===== src/rtl/mem_bus_arbiter_pkg.sv =====
// Shared IDs and default sizing for the fetch/LSU memory-port arbiter.
package mem_bus_arbiter_pkg;
   localparam int ARB_AW         = 32;
   localparam int ARB_DW         = 32;
   localparam int ARB_OUTS_DEPTH = 4;
   localparam int ARB_MAX_WAIT   = 8;
   localparam int ARB_ID_W       = 1;

   typedef logic [ARB_ID_W-1:0] arb_id_t;

   localparam arb_id_t ARB_ID_IFU = 1'b0;
   localparam arb_id_t ARB_ID_LSU = 1'b1;
endpackage


===== src/rtl/mem_bus_arbiter_if.sv =====
// Request/grant memory bus with in-order responses; master drives the request, slave grants and responds.
interface mem_bus_arbiter_if
   import mem_bus_arbiter_pkg::*;
#(
   parameter int AW = ARB_AW,
   parameter int DW = ARB_DW
);
   logic            req;
   logic            we;
   logic [AW-1:0]   addr;
   logic [DW-1:0]   wdata;
   logic [DW/8-1:0] wstrb;
   logic            gnt;
   logic            rvalid;
   logic [DW-1:0]   rdata;

   modport master (output req, we, addr, wdata, wstrb, input gnt, rvalid, rdata);
   modport slave  (input req, we, addr, wdata, wstrb, output gnt, rvalid, rdata);
endinterface


===== src/rtl/mem_bus_arbiter_id_fifo.sv =====
// In-order master-ID FIFO; head comes straight from the registered read pointer.
// Push is ignored when full and pop is ignored when empty.
module mem_bus_arbiter_id_fifo
   import mem_bus_arbiter_pkg::*;
#(
   parameter int DEPTH = ARB_OUTS_DEPTH
)(
   input  logic    clk,
   input  logic    rstn,
   input  logic    push,
   input  arb_id_t push_id,
   input  logic    pop,
   output arb_id_t head,
   output logic    full,
   output logic    empty
);
   localparam int PW = $clog2(DEPTH);

   arb_id_t       mem [DEPTH];
   logic [PW-1:0] wr_ptr;
   logic [PW-1:0] rd_ptr;
   logic [PW:0]   count;
   logic          do_push;
   logic          do_pop;

   assign full    = (count == (PW+1)'(DEPTH));
   assign empty   = (count == '0);
   assign head    = mem[rd_ptr];
   assign do_push = push && !full;
   assign do_pop  = pop && !empty;

   // DEPTH is a power of two, so the pointers wrap by plain overflow.
   always_ff @(posedge clk or negedge rstn) begin
      if (!rstn) begin
         wr_ptr <= '0;
         rd_ptr <= '0;
         count  <= '0;
      end else begin
         if (do_push) wr_ptr <= wr_ptr + 1'b1;
         if (do_pop)  rd_ptr <= rd_ptr + 1'b1;
         case ({do_push, do_pop})
            2'b10:   count <= count + 1'b1;
            2'b01:   count <= count - 1'b1;
            default: count <= count;
         endcase
      end
   end

   always_ff @(posedge clk) begin
      if (do_push) mem[wr_ptr] <= push_id;
   end
endmodule


===== src/rtl/mem_bus_arbiter.sv =====
// Fetch/LSU arbiter for one memory port: zero-cycle grant, responses routed in order by an ID FIFO.
// LSU has priority; fetch is forced through after MAX_WAIT denials. Optional stall counters: ARB_STALL_CNT_EN.
module mem_bus_arbiter
   import mem_bus_arbiter_pkg::*;
#(
   parameter int AW         = ARB_AW,
   parameter int DW         = ARB_DW,
   parameter int OUTS_DEPTH = ARB_OUTS_DEPTH,
   parameter int MAX_WAIT   = ARB_MAX_WAIT
)(
   input  logic        clk,
   input  logic        rstn,
   mem_bus_arbiter_if.slave  m0,
   mem_bus_arbiter_if.slave  m1,
   mem_bus_arbiter_if.master s,
   output logic [31:0] m0_stall_cnt,
   output logic [31:0] m1_stall_cnt
);
   localparam int            WW       = $clog2(MAX_WAIT + 1);
   localparam logic [WW-1:0] WAIT_TOP = WW'(MAX_WAIT);

   logic [WW-1:0]   wait_cnt;
   logic            sel_m0;
   logic            sel_m1;
   logic            full;
   logic            empty;
   logic            accept;
   logic            pop;
   arb_id_t         head;
   logic [AW-1:0]   addr_mux;
   logic [DW-1:0]   wdata_mux;
   logic [DW/8-1:0] wstrb_mux;

   always_comb begin
      sel_m0 = m0.req && (!m1.req || wait_cnt == WAIT_TOP);
      sel_m1 = !sel_m0 && m1.req;
   end

   // Fetch is read-only: it never contributes write enable, data or strobes.
   assign addr_mux  = sel_m0 ? m0.addr : (sel_m1 ? m1.addr : '0);
   assign wdata_mux = sel_m1 ? m1.wdata : '0;
   assign wstrb_mux = sel_m1 ? m1.wstrb : '0;

   assign s.req   = (m0.req || m1.req) && !full;
   assign s.we    = sel_m1 && m1.we;
   assign s.addr  = addr_mux;
   assign s.wdata = wdata_mux;
   assign s.wstrb = wstrb_mux;

   assign accept    = s.req && s.gnt;
   assign m0.gnt    = accept && sel_m0;
   assign m1.gnt    = accept && sel_m1;
   assign pop       = s.rvalid && !empty;
   assign m0.rvalid = pop && (head == ARB_ID_IFU);
   assign m1.rvalid = pop && (head == ARB_ID_LSU);
   assign m0.rdata  = s.rdata;
   assign m1.rdata  = s.rdata;

   mem_bus_arbiter_id_fifo #(.DEPTH(OUTS_DEPTH)) u_id_fifo (
      .clk     (clk),
      .rstn    (rstn),
      .push    (accept),
      .push_id (sel_m0 ? ARB_ID_IFU : ARB_ID_LSU),
      .pop     (pop),
      .head    (head),
      .full    (full),
      .empty   (empty)
   );

   // Holding at the top keeps the override alive across full/!s_gnt stalls.
   always_ff @(posedge clk or negedge rstn) begin
      if (!rstn) begin
         wait_cnt <= '0;
      end else if (!m0.req || m0.gnt) begin
         wait_cnt <= '0;
      end else if (m1.req && wait_cnt != WAIT_TOP) begin
         wait_cnt <= wait_cnt + 1'b1;
      end
   end

`ifdef ARB_STALL_CNT_EN
   always_ff @(posedge clk or negedge rstn) begin
      if (!rstn) begin
         m0_stall_cnt <= '0;
         m1_stall_cnt <= '0;
      end else begin
         if (m0.req && !m0.gnt) m0_stall_cnt <= m0_stall_cnt + 1'b1;
         if (m1.req && !m1.gnt) m1_stall_cnt <= m1_stall_cnt + 1'b1;
      end
   end
`else
   assign m0_stall_cnt = '0;
   assign m1_stall_cnt = '0;
`endif
endmodule


===== src/flat_wrapper.sv =====
// flat-port wrapper written by rule: the top's interface ports become plain ports
module mem_bus_arbiter_flat import mem_bus_arbiter_pkg::*;
#(
   parameter int AW         = ARB_AW,
   parameter int DW         = ARB_DW,
   parameter int OUTS_DEPTH = ARB_OUTS_DEPTH,
   parameter int MAX_WAIT   = ARB_MAX_WAIT
)
  (clk, rstn, m0_stall_cnt, m1_stall_cnt, m0_req, m0_we, m0_addr, m0_wdata, m0_wstrb, m0_gnt, m0_rvalid, m0_rdata, m1_req, m1_we, m1_addr, m1_wdata, m1_wstrb, m1_gnt, m1_rvalid, m1_rdata, s_req, s_we, s_addr, s_wdata, s_wstrb, s_gnt, s_rvalid, s_rdata);
  mem_bus_arbiter_if #(.AW(AW), .DW(DW)) m0_i ();
  mem_bus_arbiter_if #(.AW(AW), .DW(DW)) m1_i ();
  mem_bus_arbiter_if #(.AW(AW), .DW(DW)) s_i ();
  input  logic clk;
  input  logic rstn;
  output logic [31:0] m0_stall_cnt;
  output logic [31:0] m1_stall_cnt;
  input wire logic [$bits(m0_i.req)-1:0] m0_req;
  input wire logic [$bits(m0_i.we)-1:0] m0_we;
  input wire logic [$bits(m0_i.addr)-1:0] m0_addr;
  input wire logic [$bits(m0_i.wdata)-1:0] m0_wdata;
  input wire logic [$bits(m0_i.wstrb)-1:0] m0_wstrb;
  output wire logic [$bits(m0_i.gnt)-1:0] m0_gnt;
  output wire logic [$bits(m0_i.rvalid)-1:0] m0_rvalid;
  output wire logic [$bits(m0_i.rdata)-1:0] m0_rdata;
  input wire logic [$bits(m1_i.req)-1:0] m1_req;
  input wire logic [$bits(m1_i.we)-1:0] m1_we;
  input wire logic [$bits(m1_i.addr)-1:0] m1_addr;
  input wire logic [$bits(m1_i.wdata)-1:0] m1_wdata;
  input wire logic [$bits(m1_i.wstrb)-1:0] m1_wstrb;
  output wire logic [$bits(m1_i.gnt)-1:0] m1_gnt;
  output wire logic [$bits(m1_i.rvalid)-1:0] m1_rvalid;
  output wire logic [$bits(m1_i.rdata)-1:0] m1_rdata;
  output wire logic [$bits(s_i.req)-1:0] s_req;
  output wire logic [$bits(s_i.we)-1:0] s_we;
  output wire logic [$bits(s_i.addr)-1:0] s_addr;
  output wire logic [$bits(s_i.wdata)-1:0] s_wdata;
  output wire logic [$bits(s_i.wstrb)-1:0] s_wstrb;
  input wire logic [$bits(s_i.gnt)-1:0] s_gnt;
  input wire logic [$bits(s_i.rvalid)-1:0] s_rvalid;
  input wire logic [$bits(s_i.rdata)-1:0] s_rdata;
  assign m0_i.req = m0_req;
  assign m0_i.we = m0_we;
  assign m0_i.addr = m0_addr;
  assign m0_i.wdata = m0_wdata;
  assign m0_i.wstrb = m0_wstrb;
  assign m0_gnt = m0_i.gnt;
  assign m0_rvalid = m0_i.rvalid;
  assign m0_rdata = m0_i.rdata;
  assign m1_i.req = m1_req;
  assign m1_i.we = m1_we;
  assign m1_i.addr = m1_addr;
  assign m1_i.wdata = m1_wdata;
  assign m1_i.wstrb = m1_wstrb;
  assign m1_gnt = m1_i.gnt;
  assign m1_rvalid = m1_i.rvalid;
  assign m1_rdata = m1_i.rdata;
  assign s_req = s_i.req;
  assign s_we = s_i.we;
  assign s_addr = s_i.addr;
  assign s_wdata = s_i.wdata;
  assign s_wstrb = s_i.wstrb;
  assign s_i.gnt = s_gnt;
  assign s_i.rvalid = s_rvalid;
  assign s_i.rdata = s_rdata;
  mem_bus_arbiter #(.AW(AW), .DW(DW), .OUTS_DEPTH(OUTS_DEPTH), .MAX_WAIT(MAX_WAIT)) u_core (.clk(clk), .rstn(rstn), .m0(m0_i), .m1(m1_i), .s(s_i), .m0_stall_cnt(m0_stall_cnt), .m1_stall_cnt(m1_stall_cnt));
endmodule

===== config.mk =====
export PLATFORM = sky130hd
export DESIGN_NAME = mem_bus_arbiter_flat
export DESIGN_NICKNAME = d
export VERILOG_FILES = /design/src/rtl/mem_bus_arbiter_pkg.sv /design/src/rtl/mem_bus_arbiter_if.sv /design/src/rtl/mem_bus_arbiter_id_fifo.sv /design/src/rtl/mem_bus_arbiter.sv /design/src/flat_wrapper.sv
export SDC_FILE = /design/constraint.sdc
export NUM_CORES = 1
export LEC_CHECK = 0
export ABC_AREA = 1
export CAP_MARGIN = 20
export CORE_AREA = 2 2 147 149
export DETAILED_ROUTE_END_ITERATION = 7
export DIE_AREA = 0 0 149 151
export SLEW_MARGIN = 15
export SYNTH_ARGS = -nofsm -noshare
export SYNTH_HDL_FRONTEND = slang
export SYNTH_HIERARCHICAL = 1
export SYNTH_SLANG_ARGS = --single-unit
export TNS_END_PERCENT = 5

===== constraint.sdc =====
create_clock -name clk -period 1.9 [get_ports clk]
set_input_delay 0.38 -clock clk [delete_from_list [all_inputs] [get_ports clk]]
set_output_delay 0.38 -clock clk [all_outputs]
set_load 0.005 [all_outputs]

==> flow_results.org <==
** Run status
- Outcome :: finished, violations left
- Failing checks :: setup timing

** Timing
- Minimum clock period after layout :: 2.15 ns
- Across all hold checks on the routed design, the worst slack comes to between 0.4 and 0.5 ns.
- Number of endpoints failing setup at the final stage :: 73
- Across the routed clock network, the largest skew measured is approximately 0.0015 ns.
- For the pin with the worst max-slew slack, the measured transition is around 0.53 ns.
- F_max :: approximately 470 MHz
- Final period utilization :: 1.13
- Setup repair after global routing missed its margin :: true
- The count of pins over their slew limit was 0.
- After routing, the total negative slack on setup checks comes to -12.97 ns.
- Final number of hold-violating endpoints :: 0
- Across all setup checks in the final design, the least slack found is -0.247 ns.
- Measured against its own limit, the worst slew margin works out to 0.645.

** Worst hold path
- The tightest min-delay check is of the input pin to async pin type.

** Final layout
- Of the cells placed in the final design, the portion with a size suffix greater than 1 is 0.356.
- The repair_antennas step left the layout with diodes totalling 0.
- After filler insertion, the fill cell instance count of the layout stands at 2338.
- Net count, final :: 781
- Non-filler instance count after layout :: 871
- The area growth from synthesis to layout is 75.1%.

** Setup path
- In this run the worst setup path begins at u_core/wait_cnt[0]$_DFFE_PN0P_.
- The worst setup path is launched from a register.
- The startpoint identified for the worst register-to-register timing path is u_core/u_id_fifo/count[0]$_DFFE_PN0P_.
- Internal reg-to-reg setup slack :: -0.07 ns
- R2r worst-path depth :: 15
- At the worst endpoint, the arrival time is between 1.5 and 2 ns.
- The worst register-to-register path ends at u_core/u_id_fifo/count[2]$_DFFE_PN0P_.
- Endpoint kind of the worst setup timing path :: primary output
- For the worst setup path, the data required time is between 1.5 and 2 ns.
- Max FO, Critical Path :: 7
- The setup path with the least slack is of type register to primary output.

** Place
- Once detailed placement completed, the half-perimeter wirelength came to between 7000 and 8000 um.
- Routability-driven placement finished with a final weighted congestion of between 0.7 and 0.8.
- Port buffer count :: 180
- Number of cells in the design after placement :: approximately 840

** GRT
- Initial antenna violation count :: 0
- In the global route stage, overall resource usage came out at 0.0835.
- The number of global-route vias before repair came to approximately 2700.
- Largest net degree at the start of global routing :: 33
- Final global-route overflow total :: 0
- Wire length of the first global-routing pass :: about 14000 um

** Power and ir drop
- The worst-case IR drop observed on VDD is roughly 0.00035 V.
- Leakage power summed over all cells :: between 2 and 3 nW
- Final Total Pwr :: ~2.6 mW
- Dividing total power by cell area gives a power density of approximately 540 nW/um^2.

** Floorplan
- Standard cell core area :: between 20000 and 25000 sq um
- Die H :: between 150 and 200 um
- The die covers about 22000 sq um.
- The floorplan has 53 rows.
- The die is roughly 150 um wide.
- IO Count :: between 300 and 400
- For this configuration, the core starts out at a cell density of 0.134.

** Route
- For this run, design rule violations remaining after detail routing come to 0.
- Wires add up to slightly above 10000 um.
- In this run, the number of DRC markers left after iteration 0 of detailed routing was between 40 and 50.
- In the final routed layout, each cell accounts on average for about 12 um.
- Dividing the detail-routed via count by the number of cells gives roughly 3.4.
- The routed layout has ~3000 vias.
- The detail route stage leaves a number of antenna-violating nets equal to 0.
- Router iterations before antenna repair :: 4

** Logic synthesis
- Seq cells post-synth :: 15
- After synthesis the cells add up to around 2800 sq um.
- Count of mapped cells out of synthesis :: roughly 440
- A synthesized cell averages 6.41 sq um.
- Of the synthesized area, sequential elements account for 0.142.
- Cell type with the highest aggregate area in the netlist :: sky130_fd_sc_hd__buf_4
- Counting distinct cell types in the post-synthesis netlist gives 27.
- Of all flip-flops after synthesis, the portion carrying an async set or reset was 0.733.
- Of the total synthesized cell area, the portion taken by XOR and XNOR cells is 0.00628.
- Of the total synthesized cell area, the portion taken by AND, OR, NAND and NOR gates is 0.333.
- For this run, the leading register cell type out of synthesis is sky130_fd_sc_hd__dfrtp_1.
- Of the post-synthesis cell area, the dominant cell type holds 0.345.
- Multiplexer share of the synthesized area :: 0
- By area the synthesized netlist is led by sky130_fd_sc_hd__buf_4 34%, sky130_fd_sc_hd__nand3_1 13%, sky130_fd_sc_hd__dfrtp_1 9.9%, sky130_fd_sc_hd__nand2_1 8.3%, sky130_fd_sc_hd__inv_1 8.1%.
- Synthesized-area fraction occupied by adder cells :: 0.0386
- Compound-cell area share of the yosys netlist :: 0.00897
- Synthesis warning total :: 6
- Number of synthesized flops with an enable pin :: 4
- Dominant combinational cell family by area after synthesis :: buffers and inverters

** Clocking
- The clock reaches the later pin of the worst-skew pair after about 0.25 ns.
- The number of clock buffers added by TritonCTS is 3.
- Hold buffers post-CTS :: 0
- Clock-pin slew was measured on the worst setup and hold paths at 0.05 ns.
- CTS built an H-tree with a depth of 1.
- In this run the deepest clock path goes through 2 buffers.
- The clock net in this run drives a total of 15 sinks.
- CTS tree :: yes
- Clock tree synthesis selected as its root buffer the cell sky130_fd_sc_hd__clkbuf_16.

** Run
- Max cap viols :: 0
==> critical path: stages (launching register included) <==
cell and delay [ns]:
sky130_fd_sc_hd__dfrtp_1 0.35, sky130_fd_sc_hd__inv_2 0.06, sky130_fd_sc_hd__ha_4 0.16, sky130_fd_sc_hd__nand3_4 0.08, sky130_fd_sc_hd__nand2_8 0.07, sky130_fd_sc_hd__buf_12 0.13, sky130_fd_sc_hd__nand2_8 0.09, sky130_fd_sc_hd__nand2_8 0.09
sky130_fd_sc_hd__buf_12 0.14, sky130_fd_sc_hd__buf_12 0.14, sky130_fd_sc_hd__nor2_4 0.08, sky130_fd_sc_hd__buf_2 0.11
==> registers in the layout (all words and copies together) (netlist names) <==
name / flops
u_core/wait_cnt: 4
u_core/u_id_fifo/count: 3
u_core/u_id_fifo/rd_ptr: 2
u_core/u_id_fifo/wr_ptr: 2
u_core/u_id_fifo/mem: 4
==> cells in the mapped netlist, types with 6 or more instances <==
cell / count
sky130_fd_sc_hd__dfrtp_1: 11
sky130_fd_sc_hd__nor2_1: 25
sky130_fd_sc_hd__nand2_1: 62
sky130_fd_sc_hd__ha_1: 7
sky130_fd_sc_hd__nand4_1: 6
sky130_fd_sc_hd__nor2_2: 20
sky130_fd_sc_hd__nand3_1: 71
sky130_fd_sc_hd__buf_4: 128
sky130_fd_sc_hd__buf_2: 12
sky130_fd_sc_hd__inv_1: 60
==> logic make-up (layout without fill, tap and decap cells) <==
family,count (synthesis),after routing
buffers and inverters,211,309
AND/OR/NAND/NOR,194,194
flip-flops,15,15
adder cells (fa/ha/maj),8,8
AO/OA/AOI/OAI,4,4
XOR/XNOR,2,2
other,1,64
==> layout make-up <==
type	instances	area [sq um]	area share
clock buffer	3	75.1	0.0154
clock inverter	1	5.00	0.00103
sequential	15	395	0.0810
tap	275	344	0.0705
inverter	64	243	0.0497
multi-input combinational	272	1580	0.323
timing repair buffer	241	2240	0.460
==> per-stage QoR <==
stage / area (sq um) / setup slack, ns / utilization
after CTS: 4820 / -0.445 / 0.231
after global routing: 4880 / -0.325 / 0.234
final: 4880 / -0.247 / 0.234
after floorplan: 3050 / 0.00371 / -
after global placement: 4460 / -0.698 / 0.214
after detailed placement: 4460 / -0.697 / 0.214
==> metal layers <==
| metal | vias to the layer above | global-route usage | part of all wire |
|---|---|---|---|
| met5 | - | 0 | 0 |
| met4 | 0 | 0.0314 | 0.027 |
| met3 | 29 | 0.0289 | 0.11 |
| met2 | 157 | 0.150 | 0.50 |
| met1 | 1293 | 0.0908 | 0.36 |
| li1 | 1464 | - | - |
==> how the worst max path moves through the flow <==
stage                     depth (start not counted)                               endpoint
after floorplan                                  10  u_core/u_id_fifo/count[1]$_DFFE_PN0P_
after global placement                           11  u_core/u_id_fifo/count[1]$_DFFE_PN0P_
after detailed placement                         11  u_core/u_id_fifo/count[1]$_DFFE_PN0P_
after CTS                                         9                             s_addr[23]
after global routing                             11                             s_wdata[5]
final                                            11                             s_wdata[5]
==> report_power, final <==
group | internal (mW) | switching (mW)
sequential | 0.430 | 0.0753
clock | 0.282 | 0.135
combinational | 0.939 | 0.774
==> timing repair <==
| action | CTS | global route |
|---|---|---|
| gates cloned | 8 | 0 |
| resized for setup | 274 | 67 |
| pin swaps | 7 | 7 |
| setup buffers | 15 | 8 |
| endpoints found under the setup margin | 81 | 75 |
==> cells in the final DEF, fill, tap and decap left out, drive strengths merged, types with 2 or more instances in the layout <==
cell type / count
nand2: 66
nand3: 74
nor2: 45
ha: 7
nand4: 6
clkbuf: 27
dfrtp: 11
buf: 107
clkdlybuf4s50: 104
clkdlybuf4s15: 4
dlygate4sd2: 2
inv: 64
edfxtp: 4
o211ai: 2
conb: 64
(Power assumes the default switching activity.)
